--- config.mk ---
export PLATFORM = sky130hd
export DESIGN_NAME = palette_engine
export DESIGN_NICKNAME = d
export VERILOG_FILES = /design/src/rtl/palette_engine.sv
export SDC_FILE = /design/constraint.sdc
export NUM_CORES = 1
export LEC_CHECK = 0
export BUFFER_PORTS_ARGS = -buffer_cell sky130_fd_sc_hd__buf_2
export CAP_MARGIN = 20
export CORE_ASPECT_RATIO = 1.75
export CORE_UTILIZATION = 62
export DETAILED_ROUTE_END_ITERATION = 10
export PLACE_DENSITY = 0.81
export SYNTH_ARGS = -nofsm -noshare
export SYNTH_HDL_FRONTEND = slang
export SYNTH_SLANG_ARGS = --single-unit
--- constraint.sdc ---
create_clock -name clk -period 5.4 [get_ports clk]
set_input_delay 0.27 -clock clk [delete_from_list [all_inputs] [get_ports clk]]
set_output_delay 0.27 -clock clk [all_outputs]
set_load 0.1 [all_outputs]
--- src/rtl/palette_engine.sv ---
// Palette lookup with a register-based colour table, a 2-stage scaling pipeline
// and a brightness fade FSM that steps the shared scale every FADE_DIV cycles.
module palette_engine #(
  parameter int INDEX_W  = 2,
  parameter int COLOR_W  = 8,
  parameter int BRIGHT_W = 4,
  parameter int FADE_DIV = 1024
) (
  input  logic               clk,
  input  logic               rst,
  input  logic               in_valid,
  input  logic [INDEX_W-1:0] palette_index,
  input  logic               wr_en,
  input  logic [INDEX_W-1:0] wr_index,
  input  logic [COLOR_W-1:0] wr_red,
  input  logic [COLOR_W-1:0] wr_green,
  input  logic [COLOR_W-1:0] wr_blue,
  input  logic               fade_req,
  input  logic               fade_dir,
  output logic               out_valid,
  output logic [COLOR_W-1:0] red,
  output logic [COLOR_W-1:0] green,
  output logic [COLOR_W-1:0] blue,
  output logic               fade_busy,
  output logic               fade_done
);

  localparam int ENTRIES = 2 ** INDEX_W;
  localparam int RGB_W   = 3 * COLOR_W;
  localparam int PROD_W  = COLOR_W + BRIGHT_W + 1;
  localparam int LUT_W   = COLOR_W + INDEX_W;
  localparam int CNT_W   = (FADE_DIV > 1) ? $clog2(FADE_DIV) : 1;

  localparam logic [BRIGHT_W:0] SCALE_FULL = {1'b1, {BRIGHT_W{1'b0}}};
  localparam logic [BRIGHT_W:0] SCALE_ZERO = {(BRIGHT_W + 1){1'b0}};
  localparam logic [BRIGHT_W:0] SCALE_ONE  = {{BRIGHT_W{1'b0}}, 1'b1};
  localparam logic [CNT_W-1:0]  CNT_LAST   = CNT_W'(FADE_DIV - 1);
  localparam logic [CNT_W-1:0]  CNT_ZERO   = {CNT_W{1'b0}};

  typedef enum logic [1:0] {
    ST_IDLE = 2'd0,
    ST_DOWN = 2'd1,
    ST_UP   = 2'd2
  } fade_state_t;

  // Reset content: a fixed gamma-like ramp for the default geometry, a linear grey ramp otherwise.
  function automatic logic [RGB_W-1:0] init_entry(input int idx);
    logic [LUT_W-1:0]   num_v;
    logic [COLOR_W-1:0] lvl_v;
    logic [RGB_W-1:0]   rgb_v;
    num_v = LUT_W'(idx) * LUT_W'({COLOR_W{1'b1}});
    lvl_v = COLOR_W'(num_v / LUT_W'(ENTRIES - 1));
    rgb_v = {3{lvl_v}};
    if (INDEX_W == 2 && COLOR_W == 8) begin
      case (idx)
        32'd0:   rgb_v = RGB_W'(24'h000000);
        32'd1:   rgb_v = RGB_W'(24'h525451);
        32'd2:   rgb_v = RGB_W'(24'hd8dad7);
        32'd3:   rgb_v = RGB_W'(24'hffffff);
        default: rgb_v = {3{lvl_v}};
      endcase
    end
    return rgb_v;
  endfunction

  function automatic logic [COLOR_W-1:0] scale_ch(input logic [COLOR_W-1:0] ch,
                                                  input logic [BRIGHT_W:0]  sc);
    return COLOR_W'((PROD_W'(ch) * PROD_W'(sc)) >> BRIGHT_W);
  endfunction

  logic [RGB_W-1:0]   tab_r [ENTRIES];
  logic [RGB_W-1:0]   wr_rgb_s;
  logic [RGB_W-1:0]   rd_rgb_s;
  logic               s1_valid_r;
  logic [RGB_W-1:0]   s1_rgb_r;
  logic               out_valid_r;
  logic [COLOR_W-1:0] red_r;
  logic [COLOR_W-1:0] green_r;
  logic [COLOR_W-1:0] blue_r;
  fade_state_t        state_r;
  logic [CNT_W-1:0]   cnt_r;
  logic [BRIGHT_W:0]  scale_r;
  logic               fade_busy_r;
  logic               fade_done_r;

  assign wr_rgb_s = {wr_red, wr_green, wr_blue};

  // Stage-1 read data, forwarding a same-cycle write to the same entry.
  always_comb begin
    rd_rgb_s = tab_r[palette_index];
    if (wr_en && (wr_index == palette_index)) begin
      rd_rgb_s = wr_rgb_s;
    end else begin
      rd_rgb_s = tab_r[palette_index];
    end
  end

  // Colour table storage.
  always_ff @(posedge clk or posedge rst) begin
    if (rst) begin
      for (int i = 0; i < ENTRIES; i++) begin
        tab_r[i] <= init_entry(i);
      end
    end else if (wr_en) begin
      tab_r[wr_index] <= wr_rgb_s;
    end
  end

  // Two-stage lookup pipeline; stage 2 applies the scale in effect at that cycle.
  always_ff @(posedge clk or posedge rst) begin
    if (rst) begin
      s1_valid_r  <= 1'b0;
      s1_rgb_r    <= {RGB_W{1'b0}};
      out_valid_r <= 1'b0;
      red_r       <= {COLOR_W{1'b0}};
      green_r     <= {COLOR_W{1'b0}};
      blue_r      <= {COLOR_W{1'b0}};
    end else begin
      s1_valid_r  <= in_valid;
      out_valid_r <= s1_valid_r;
      if (in_valid) begin
        s1_rgb_r <= rd_rgb_s;
      end
      if (s1_valid_r) begin
        red_r   <= scale_ch(s1_rgb_r[RGB_W-1 -: COLOR_W], scale_r);
        green_r <= scale_ch(s1_rgb_r[2*COLOR_W-1 -: COLOR_W], scale_r);
        blue_r  <= scale_ch(s1_rgb_r[COLOR_W-1:0], scale_r);
      end
    end
  end

  // Fade FSM: the step counter paces scale changes; reaching the target ends the fade.
  always_ff @(posedge clk or posedge rst) begin
    if (rst) begin
      state_r     <= ST_IDLE;
      cnt_r       <= CNT_ZERO;
      scale_r     <= SCALE_FULL;
      fade_busy_r <= 1'b0;
      fade_done_r <= 1'b0;
    end else begin
      fade_done_r <= 1'b0;
      case (state_r)
        ST_IDLE: begin
          if (fade_req) begin
            state_r     <= fade_dir ? ST_UP : ST_DOWN;
            cnt_r       <= CNT_ZERO;
            fade_busy_r <= 1'b1;
          end else begin
            fade_busy_r <= 1'b0;
          end
        end
        ST_DOWN: begin
          if (scale_r == SCALE_ZERO) begin
            state_r     <= ST_IDLE;
            fade_busy_r <= 1'b0;
            fade_done_r <= 1'b1;
          end else if (cnt_r == CNT_LAST) begin
            cnt_r   <= CNT_ZERO;
            scale_r <= scale_r - SCALE_ONE;
            if (scale_r == SCALE_ONE) begin
              state_r     <= ST_IDLE;
              fade_busy_r <= 1'b0;
              fade_done_r <= 1'b1;
            end
          end else begin
            cnt_r <= cnt_r + {{(CNT_W - 1){1'b0}}, 1'b1};
          end
        end
        ST_UP: begin
          if (scale_r == SCALE_FULL) begin
            state_r     <= ST_IDLE;
            fade_busy_r <= 1'b0;
            fade_done_r <= 1'b1;
          end else if (cnt_r == CNT_LAST) begin
            cnt_r   <= CNT_ZERO;
            scale_r <= scale_r + SCALE_ONE;
            if (scale_r == (SCALE_FULL - SCALE_ONE)) begin
              state_r     <= ST_IDLE;
              fade_busy_r <= 1'b0;
              fade_done_r <= 1'b1;
            end
          end else begin
            cnt_r <= cnt_r + {{(CNT_W - 1){1'b0}}, 1'b1};
          end
        end
        default: begin
          state_r     <= ST_IDLE;
          cnt_r       <= CNT_ZERO;
          fade_busy_r <= 1'b0;
        end
      endcase
    end
  end

  assign out_valid = out_valid_r;
  assign red       = red_r;
  assign green     = green_r;
  assign blue      = blue_r;
  assign fade_busy = fade_busy_r;
  assign fade_done = fade_done_r;

endmodule

Word level (Yosys, flattened, before mapping). Cells that the tools add are included.

Add/subtract/negate cells: 3. $mul: 3. Divide/modulo/power cells: 0. Order comparisons: 3. Eq/ne operators: 16. Shift operators: 0. Multiplexer cells: 41. Bitwise gates (word level): 2. Reductions and logical operators: 9.

Operator list (number): $bwmux 96 (1); $mux 24 (4); $bmux 24 s2 (1); $demux 24 s2 (1); $mux 10 (4); $mul 8x5->12 (3); $pmux 10 s3 (1); $mux 5 (4); $mux 2 (8); $mux 1 (13); $ne 3x3->1 const B (4); $add 10x1->10 const B (1); $eq 10x10->1 const B (1); $ne 2x2->1 const B (5); $pmux 5 s2 (1); $reduce_and 5->1 (2); $ge 3x3->1 const B (2); $not 2->3 (2); $pmux 2 s3 (1); $add 5x1->5 const B (1); $eq 5x1->1 const B (1); $eq 5x4->1 const B (1); $eq 5x5->1 const B (1); $logic_not 5->1 (1); 12 further kinds (13).

Flip-flop bits (word level): 165. Bits in latches: 0. Bits in writable memories: 0. Bits in read-only memories: 0. Input bits: 34. Output and inout bits: 27. Word-level logic and storage cells: 92. Memories: 0.

Depth between registers and ports, before layout. Gate-level depths: netlist of run 1.

Depth in word-level cells: 6. Depth in mapped cells: 15. Gate-level depth less buffers: 13.

Least setup slack after synthesis of run 1. No wires, ideal clock.

Path kind: register -> register. From: register scale_r[4]. To: register green_r[5] (netlist: green[5]). Setup time: 0.125 ns. Arrival: 3.991 ns. Data required time: 5.275 ns. Slack: 1.283 ns. Cell stages (with the launch flop): 14. Path buffers: 2. Clock period less this slack: 4.117 ns. Path through: dfstp_2 buf_6 clkbuf_1 nand2_1 fa_1 fa_1 fa_1 inv_1 ha_1 a21oi_1 o22ai_1 a221oi_1 xnor2_1 mux2_2.

Word-level cells in the longest chain between the ends: 1.

Ends and longest elaborated chain: from (decl) (RTL line 82) `logic [BRIGHT_W:0] scale_r;`; from (signal assigned) (RTL line 159) `scale_r <= scale_r - SCALE_ONE;`; from (signal assigned) (RTL line 176) `scale_r <= scale_r + SCALE_ONE;`; $mul 8x5->12 (RTL line 68) `return COLOR_W'((PROD_W'(ch) * PROD_W'(sc)) >> BRIGHT_W);`; to (signal assigned) (RTL line 116) `green_r <= {COLOR_W{1'b0}};`; to (signal assigned) (RTL line 126) `green_r <= scale_ch(s1_rgb_r[2*COLOR_W-1 -: COLOR_W], scale_r);`; to (decl) (RTL line 78) `logic [COLOR_W-1:0] green_r;`.

No other way between the ends. A chain may end at the register's enable or synchronous reset.

Final worst setup path of run 1.
From: register scale_r[2]. To: register green_r[5] (netlist: green[5]).

The elaborated chain is that of the path after synthesis.

==> results_dict.tcl, run 1 <==
set metrics [dict create \
    outcome "completed" \
    drc 0 \
    critPathArrivalTime_ps 4650 \
    via_per_inst 5.72 \
    crit_buf_inv 2 \
    antenna_cells 0 \
    final_cells 1244 \
    antenna_found_initial 0 \
    fin_skew_ps 11.8 \
    cpMaxStageDelayCell "dfrtp_1" \
    final_common_cell "dfrtp_1" \
    synthXorXnorAreaFrac_pct 2.20 \
    regArea_um2 4190 \
    vias 7115 \
    dp_cells 1211 \
    path_delay_family "adder cells" \
    critPathLaunchType "flip-flop" \
    cts_buffers 17 \
    worst_slack_ps 1080 \
    yosysUniqueCellTypes 62 \
    routedWlPerCell_um 16.2 \
    grt_pass1_wl_um 34900 \
    min-delay-path-class "in2reg" \
    yosys.area_share.simple_pct 12.6 \
    yosysWarnings 0 \
    globalRouteTotalUtil_pct 25.0 \
    fmax_mhz 231 \
    min_period_ps 4320 \
    area_delta_synth_final_pct 9.68 \
    ys.flop_type "dfrtp_1" \
    crit_path_frequent_cell "fa_1" \
    htreeDepth 4 \
    place_ws_ps 1090 \
    place_congestion 0.849 \
    rsz0062_at_grt "false" \
    clockRootBuffer "clkbuf_16" \
    slew-limit-headroom_pct 36.6 \
    vdd_drop_max_v 0.000280 \
    postRouteAntennaNets 0 \
    synthArstFlopShare_pct 100 \
    num_io_pins 61 \
    cts_tree "built" \
    grt_pass1_vias 7405 \
    core_area_um2 16900 \
    crit_chain "and2_1 > fa_1 > fa_1 > inv_1 > fa_1 > inv_1 > ha_1 > nand4_1 > o22ai_1 > a221oi_1 > xnor2_1 > mux2_2" \
    seq_area_frac_synth_pct 39.1 \
    cp.required_ps 5730 \
    clkSlewWorstSetupHoldPaths_ps 70 \
    dr.first_iter.drc_count 283 \
    power_uw 3200 \
    drt_wl_total_um 20100 \
    ys_ff_latch 165 \
    mostFrequentLayoutCells "dfrtp_1 (116), mux2_2 (102), nand2_1 (86)" \
    power.density_nw_per_um2 272 \
    worst_slew_pin_slew_ps 951 \
    hold_violations 0 \
    synth_fp_nets 1106 \
    grt_max_degree 75 \
    critPathMaxFanout 31 \
    fin_nets 1148 \
    muxShareOfSynthArea_pct 18.3 \
    clock-sinks 165 \
    critical_path_class "reg2reg" \
    initial_core_util_pct 63.3 \
    finalSetupViolCount 0 \
    drive_gt1_share_pct 28.4 \
    timing.final.max_slew_violations 0 \
    dr.pass1.iters 7 \
    die_w_um 101 \
    die-area_um2 17900 \
    die-height_um 176 \
    post-route-period-util_pct 80.1 \
    avgSynthCellArea_um2 11.2 \
    clk_latency_ps 440 \
    synth_fa_ha_area_share_pct 16.2 \
    synth_edf_count 0 \
    cts_resized 0 \
    drv_cap 0 \
    netlist_area_um2 10700 \
    slowest_delay_ps 890 \
    fin_tns_setup_ps 0 \
    multi_input_area_um2 6050 \
    cp-end-kind "flip-flop" \
    power_leakage_uw 0.00564 \
    grt-ovfl-total 0 \
    cts_buffer_depth 2 \
    fill_cells 1247 \
    synth-compound-area-share_pct 7.07 \
    synthCells 962 \
    portBuffers 60 \
    rows 63 \
    hpwl_um 14100 \
    synth_top_family_by_area "multiplexers" \
]
state kept, by name, summed over array words and instances (netlist names):
signal      cells
red             8
state_r         2
blue            8
out_valid       1
fade_done       1
cnt_r          10
scale_r         5
tab_r          96
fade_busy       1
s1_valid_r      1
green           8
s1_rgb_r       24
cell type report:
class / instances / share of cell area (%)
clock buffers: 18 / 3.73
well taps: 227 / 2.41
flip-flops and latches: 165 / 35.6
repair buffers: 68 / 3.08
inverters: 80 / 2.59
clock inverters: 14 / 1.19
multi-input cells: 672 / 51.4
through the flow:
| step | hold slack [ps] | util [%] | cell area, um^2 |
|---|---|---|---|
| after floorplan | 301 | - | 10700 |
| after global placement | 241 | 66.0 | 11200 |
| after detailed placement | 245 | 66.0 | 11200 |
| after CTS | 39.4 | 69.4 | 11800 |
| after global routing | 53.6 | 69.4 | 11800 |
| final | 50.2 | 69.4 | 11800 |
synth_stat cells, types with 3 or more instances:
| cell type | n | share of area (%) |
|---|---|---|
| dfrtp_1 | 116 | 27 |
| mux2_2 | 102 | 11 |
| nand2_1 | 86 | 3.0 |
| inv_1 | 78 | 2.7 |
| and2_1 | 64 | 3.7 |
| ha_1 | 62 | 7.2 |
| dfstp_2 | 49 | 12 |
| fa_1 | 48 | 9.0 |
| nor2_1 | 46 | 1.6 |
| a21oi_1 | 43 | 2.0 |
| clkbuf_1 | 30 | 1.0 |
| mux2i_1 | 27 | 2.5 |
| mux4_2 | 24 | 5.0 |
| xnor2_1 | 22 | 1.8 |
| o21ai_0 | 19 | 0.89 |
| nand3_1 | 17 | 0.79 |
| buf_2 | 12 | 0.56 |
| nand4_1 | 8 | 0.47 |
| nor3_1 | 8 | 0.37 |
| and3_1 | 7 | 0.41 |
| a21o_1 | 6 | 0.42 |
| nor2b_1 | 6 | 0.35 |
| o31ai_1 | 6 | 0.42 |
| o311ai_0 | 5 | 0.41 |
| xor2_1 | 5 | 0.41 |
| a211o_1 | 4 | 0.33 |
| o211ai_1 | 4 | 0.28 |
| o21bai_1 | 4 | 0.28 |
| a211oi_1 | 3 | 0.21 |
| a31oi_1 | 3 | 0.17 |
| nor3_2 | 3 | 0.28 |
| or4_1 | 3 | 0.21 |
what timing repair did:
item	in CTS	in global routing
hold buffers	1	0
buffers inserted	0	0
hold endpoints to repair	13	0
cell families after synthesis:
group	count (synthesis)
flops	165
simple gates	264
mux	153
xor+xnor	27
fa+ha+maj	110
buf+inv	125
compound gates	118
routing by layer:
| layer | vias up | share of wire (%) | GRT usage, % |
|---|---|---|---|
| li1 | 3400 | - | - |
| met2 | 123 | 54 | 44.6 |
| met3 | 26 | 3.1 | 4.28 |
| met4 | 0 | 1.5 | 8.09 |
| met5 | - | 0 | 0 |
| met1 | 3566 | 41 | 30.2 |
report_power, final:
group	leakage [uW]	switching (uW)	internal (uW)	total [uW]
logic	0.00343	188	225	413
registers	0.00193	130	1460	1590
clock network	0.000286	531	661	1190
total	0.00564	849	2350	3200
worst paths after layout:
| path | startpoint | depth (start not counted) | slack [ps] | endpoint |
|---|---|---|---|---|
| min | fade_dir | 2 | 50 | state_r[0]$_DFFE_PP0P_ |
| min reg2reg | blue[5]$_DFFE_PP0P_ | 2 | 480 | blue[5]$_DFFE_PP0P_ |
| max in group asynchronous | rst | 4 | 3860 | cnt_r[1]$_DFFE_PP0P_ |
| max reg2reg | scale_r[2]$_DFFE_PP0P_ | 12 | 1080 | green[5]$_DFFE_PP0P_ |
| min in group asynchronous | rst | 3 | 350 | tab_r[50]$_DFFE_PP0P_ |
| max | scale_r[2]$_DFFE_PP0P_ | 12 | 1080 | green[5]$_DFFE_PP0P_ |
Power figures use the tool's default switching activity.
==> run 2, diff against run 1 <==
==> constraint.sdc (replaced) <==
create_clock -name clk -period 4.1 [get_ports clk]
set_input_delay 0.205 -clock clk [delete_from_list [all_inputs] [get_ports clk]]
set_output_delay 0.205 -clock clk [all_outputs]
set_load 0.1 [all_outputs]
==> run 2 against run 1 <==
Critical path depth stayed put. Die area stayed put. Non-clock buffer count is 13 higher. Sequential share of layout area is 0.54 points lower. Hold slack better by 16 ps. Core utilization is 1.1 points higher. Via count is 1.2% higher. Maximum frequency is 10% higher. Sequential power is 31% higher. Global-route usage is 0.20 points higher. First-iteration DRC count is 4.2% lower. Worst setup slack worse by 890 ps.
==> results_dict.tcl, run 2 (same netlist as run 1, synthesis figures left out) <==
set metrics [dict create \
    initial_core_util_pct 63.3 \
    post-route-period-util_pct 95.5 \
    crit_start "scale_r[4]$_DFFE_PP1P_" \
    clock-sinks 165 \
    via_per_inst 5.72 \
    drive_gt1_share_pct 29.6 \
    timing.final.max_slew_violations 0 \
    largest_registers "tab_r (96), s1_rgb_r (24), cnt_r (10)" \
    regArea_um2 4190 \
    clk_latency_ps 420 \
    die_w_um 101 \
    htreeDepth 4 \
    antenna_found_initial 1 \
    min_period_ps 3910 \
    fin_nets 1161 \
    finalSetupViolCount 0 \
    routedWlPerCell_um 16.1 \
    hold_violations 0 \
    globalRouteTotalUtil_pct 25.2 \
    worst_slew_pin_slew_ps 923 \
    post_dp_cell_area_um2 11300 \
    die-height_um 176 \
    critPathLaunchType "flip-flop" \
    grt-ovfl-total 0 \
    area_delta_synth_final_pct 11.4 \
    final_area_um2 11900 \
    fmax_mhz 255 \
    power_leakage_uw 0.00573 \
    critPathMaxFanout 10 \
    core_area_um2 16900 \
    min_from "wr_red[2]" \
    critical_path_class "reg2reg" \
    cp.required_ps 4410 \
    dr.pass1.iters 4 \
    place_congestion 0.840 \
    hpwl_um 14400 \
    outcome "completed" \
    final_cells 1258 \
    cts_buffer_depth 2 \
    drt_wl_total_um 20300 \
    clkSlewWorstSetupHoldPaths_ps 70 \
    portBuffers 60 \
    dp_cells 1221 \
    clockRootBuffer "clkbuf_16" \
    fill_cells 1200 \
    die-area_um2 17900 \
    drc 0 \
    top_register "tab_r" \
    drv_cap 0 \
    cts_buffers 17 \
    vdd_drop_max_v 0.000347 \
    grt_max_degree 76 \
    cts_tree "built" \
    num_io_pins 61 \
    grt_pass1_vias 7383 \
    critPathArrivalTime_ps 4230 \
    multi_input_area_um2 6080 \
    slew-limit-headroom_pct 38.5 \
    postRouteAntennaNets 0 \
    fin_skew_ps 9.61 \
    final_common_cell "dfrtp_1" \
    vias 7200 \
    mostFrequentLayoutCells "dfrtp_1 (116), mux2_2 (102), nand2_1 (86)" \
    grt_pass1_wl_um 35000 \
    power.density_nw_per_um2 355 \
    worstReg2RegStart "scale_r[4]$_DFFE_PP1P_" \
    cp-end-kind "flip-flop" \
    rows 63 \
    dr.first_iter.drc_count 271 \
    min-delay-path-class "in2reg" \
    largest_reg_flops 96 \
    rsz0062_at_grt "true" \
]
-- run 2: cell types whose count changed in the layout (fill, tap and decap cells not counted), sizes merged --
cell         change
dlygate4sd3      +1
buf             +12
clkinv           -2
clkbuf           +2
clkinvlp         +2
inv              -3
bufinv           +1
diode            +1
-- run 2: timing repair --
action / in CTS / in global routing
hold buffers: 2 / 0
setup buffers: 0 / 2
resized for setup: 0 / 6
endpoints found under the hold margin: 7 / 0
endpoints found under the setup margin: 0 / 4
-- run 2: layout make-up --
| class | count | share of cell area [%] |
|---|---|---|
| inverters | 80 | 2.54 |
| clock inverters | 12 | 1.18 |
| clock buffers | 20 | 3.74 |
| well taps | 227 | 2.38 |
| diodes | 1 | 0.0209 |
| flip-flops and latches | 165 | 35.1 |
| repair buffers | 81 | 4.19 |
| multi-input cells | 672 | 50.9 |
-- run 2: routing by layer --
metal | up-vias | share of wire (%) | track usage [%]
li1 | 3426 | - | -
met5 | - | 0 | 0
met1 | 3613 | 42 | 31.5
met2 | 121 | 53 | 43.6
met4 | 0 | 2.7 | 10.0
met3 | 40 | 2.6 | 3.48
-- run 2: through the flow --
step / TNS (ps) / hold slack (ps) / worst slack, ps / power, uW / util (%)
floorplan: 0 / 236 / 79.4 / 2500 / -
global placement: 0 / 431 / 205 / 2630 / 66.7
detailed placement: 0 / 444 / 126 / 2670 / 66.7
CTS: 0 / 56.2 / 113 / 4270 / 70.2
global route: -35.1 / 66.9 / -20.5 / 4410 / 70.5
finish: 0 / 66.2 / 185 / 4240 / 70.5
-- run 2: path summary, 6_finish.rpt --
check                                         to  slack, ps  depth (start not counted)
setup / recovery             blue[2]$_DFFE_PP0P_        190                         12
hold / removal             tab_r[90]$_DFFE_PP0P_         70                          2
setup reg to reg             blue[2]$_DFFE_PP0P_        190                         12
hold reg to reg              blue[0]$_DFFE_PP0P_        480                          2
max in group asynchronous  tab_r[13]$_DFFE_PP1P_       2690                          4
min in group asynchronous  tab_r[71]$_DFFE_PP0P_        520                          3
-- run 2: power breakdown --
| group | leakage (uW) | internal, uW | total, uW | switching [uW] |
|---|---|---|---|---|
| logic | 0.00351 | 300 | 556 | 256 |
| registers | 0.00193 | 1930 | 2090 | 167 |
| clock network | 0.000283 | 925 | 1590 | 666 |
| total | 0.00573 | 3150 | 4240 | 1090 |
-- run 2: worst max-delay path, stage by stage, from the launching register on --
cell and delay, ps:
dfstp_2 630, buf_4 170, nand2_1 70, fa_1 520
fa_1 520, fa_1 540, inv_1 40, ha_1 340
a21oi_1 160, nor2b_1 100, or4_1 410, and3_1 180
a21o_1 140
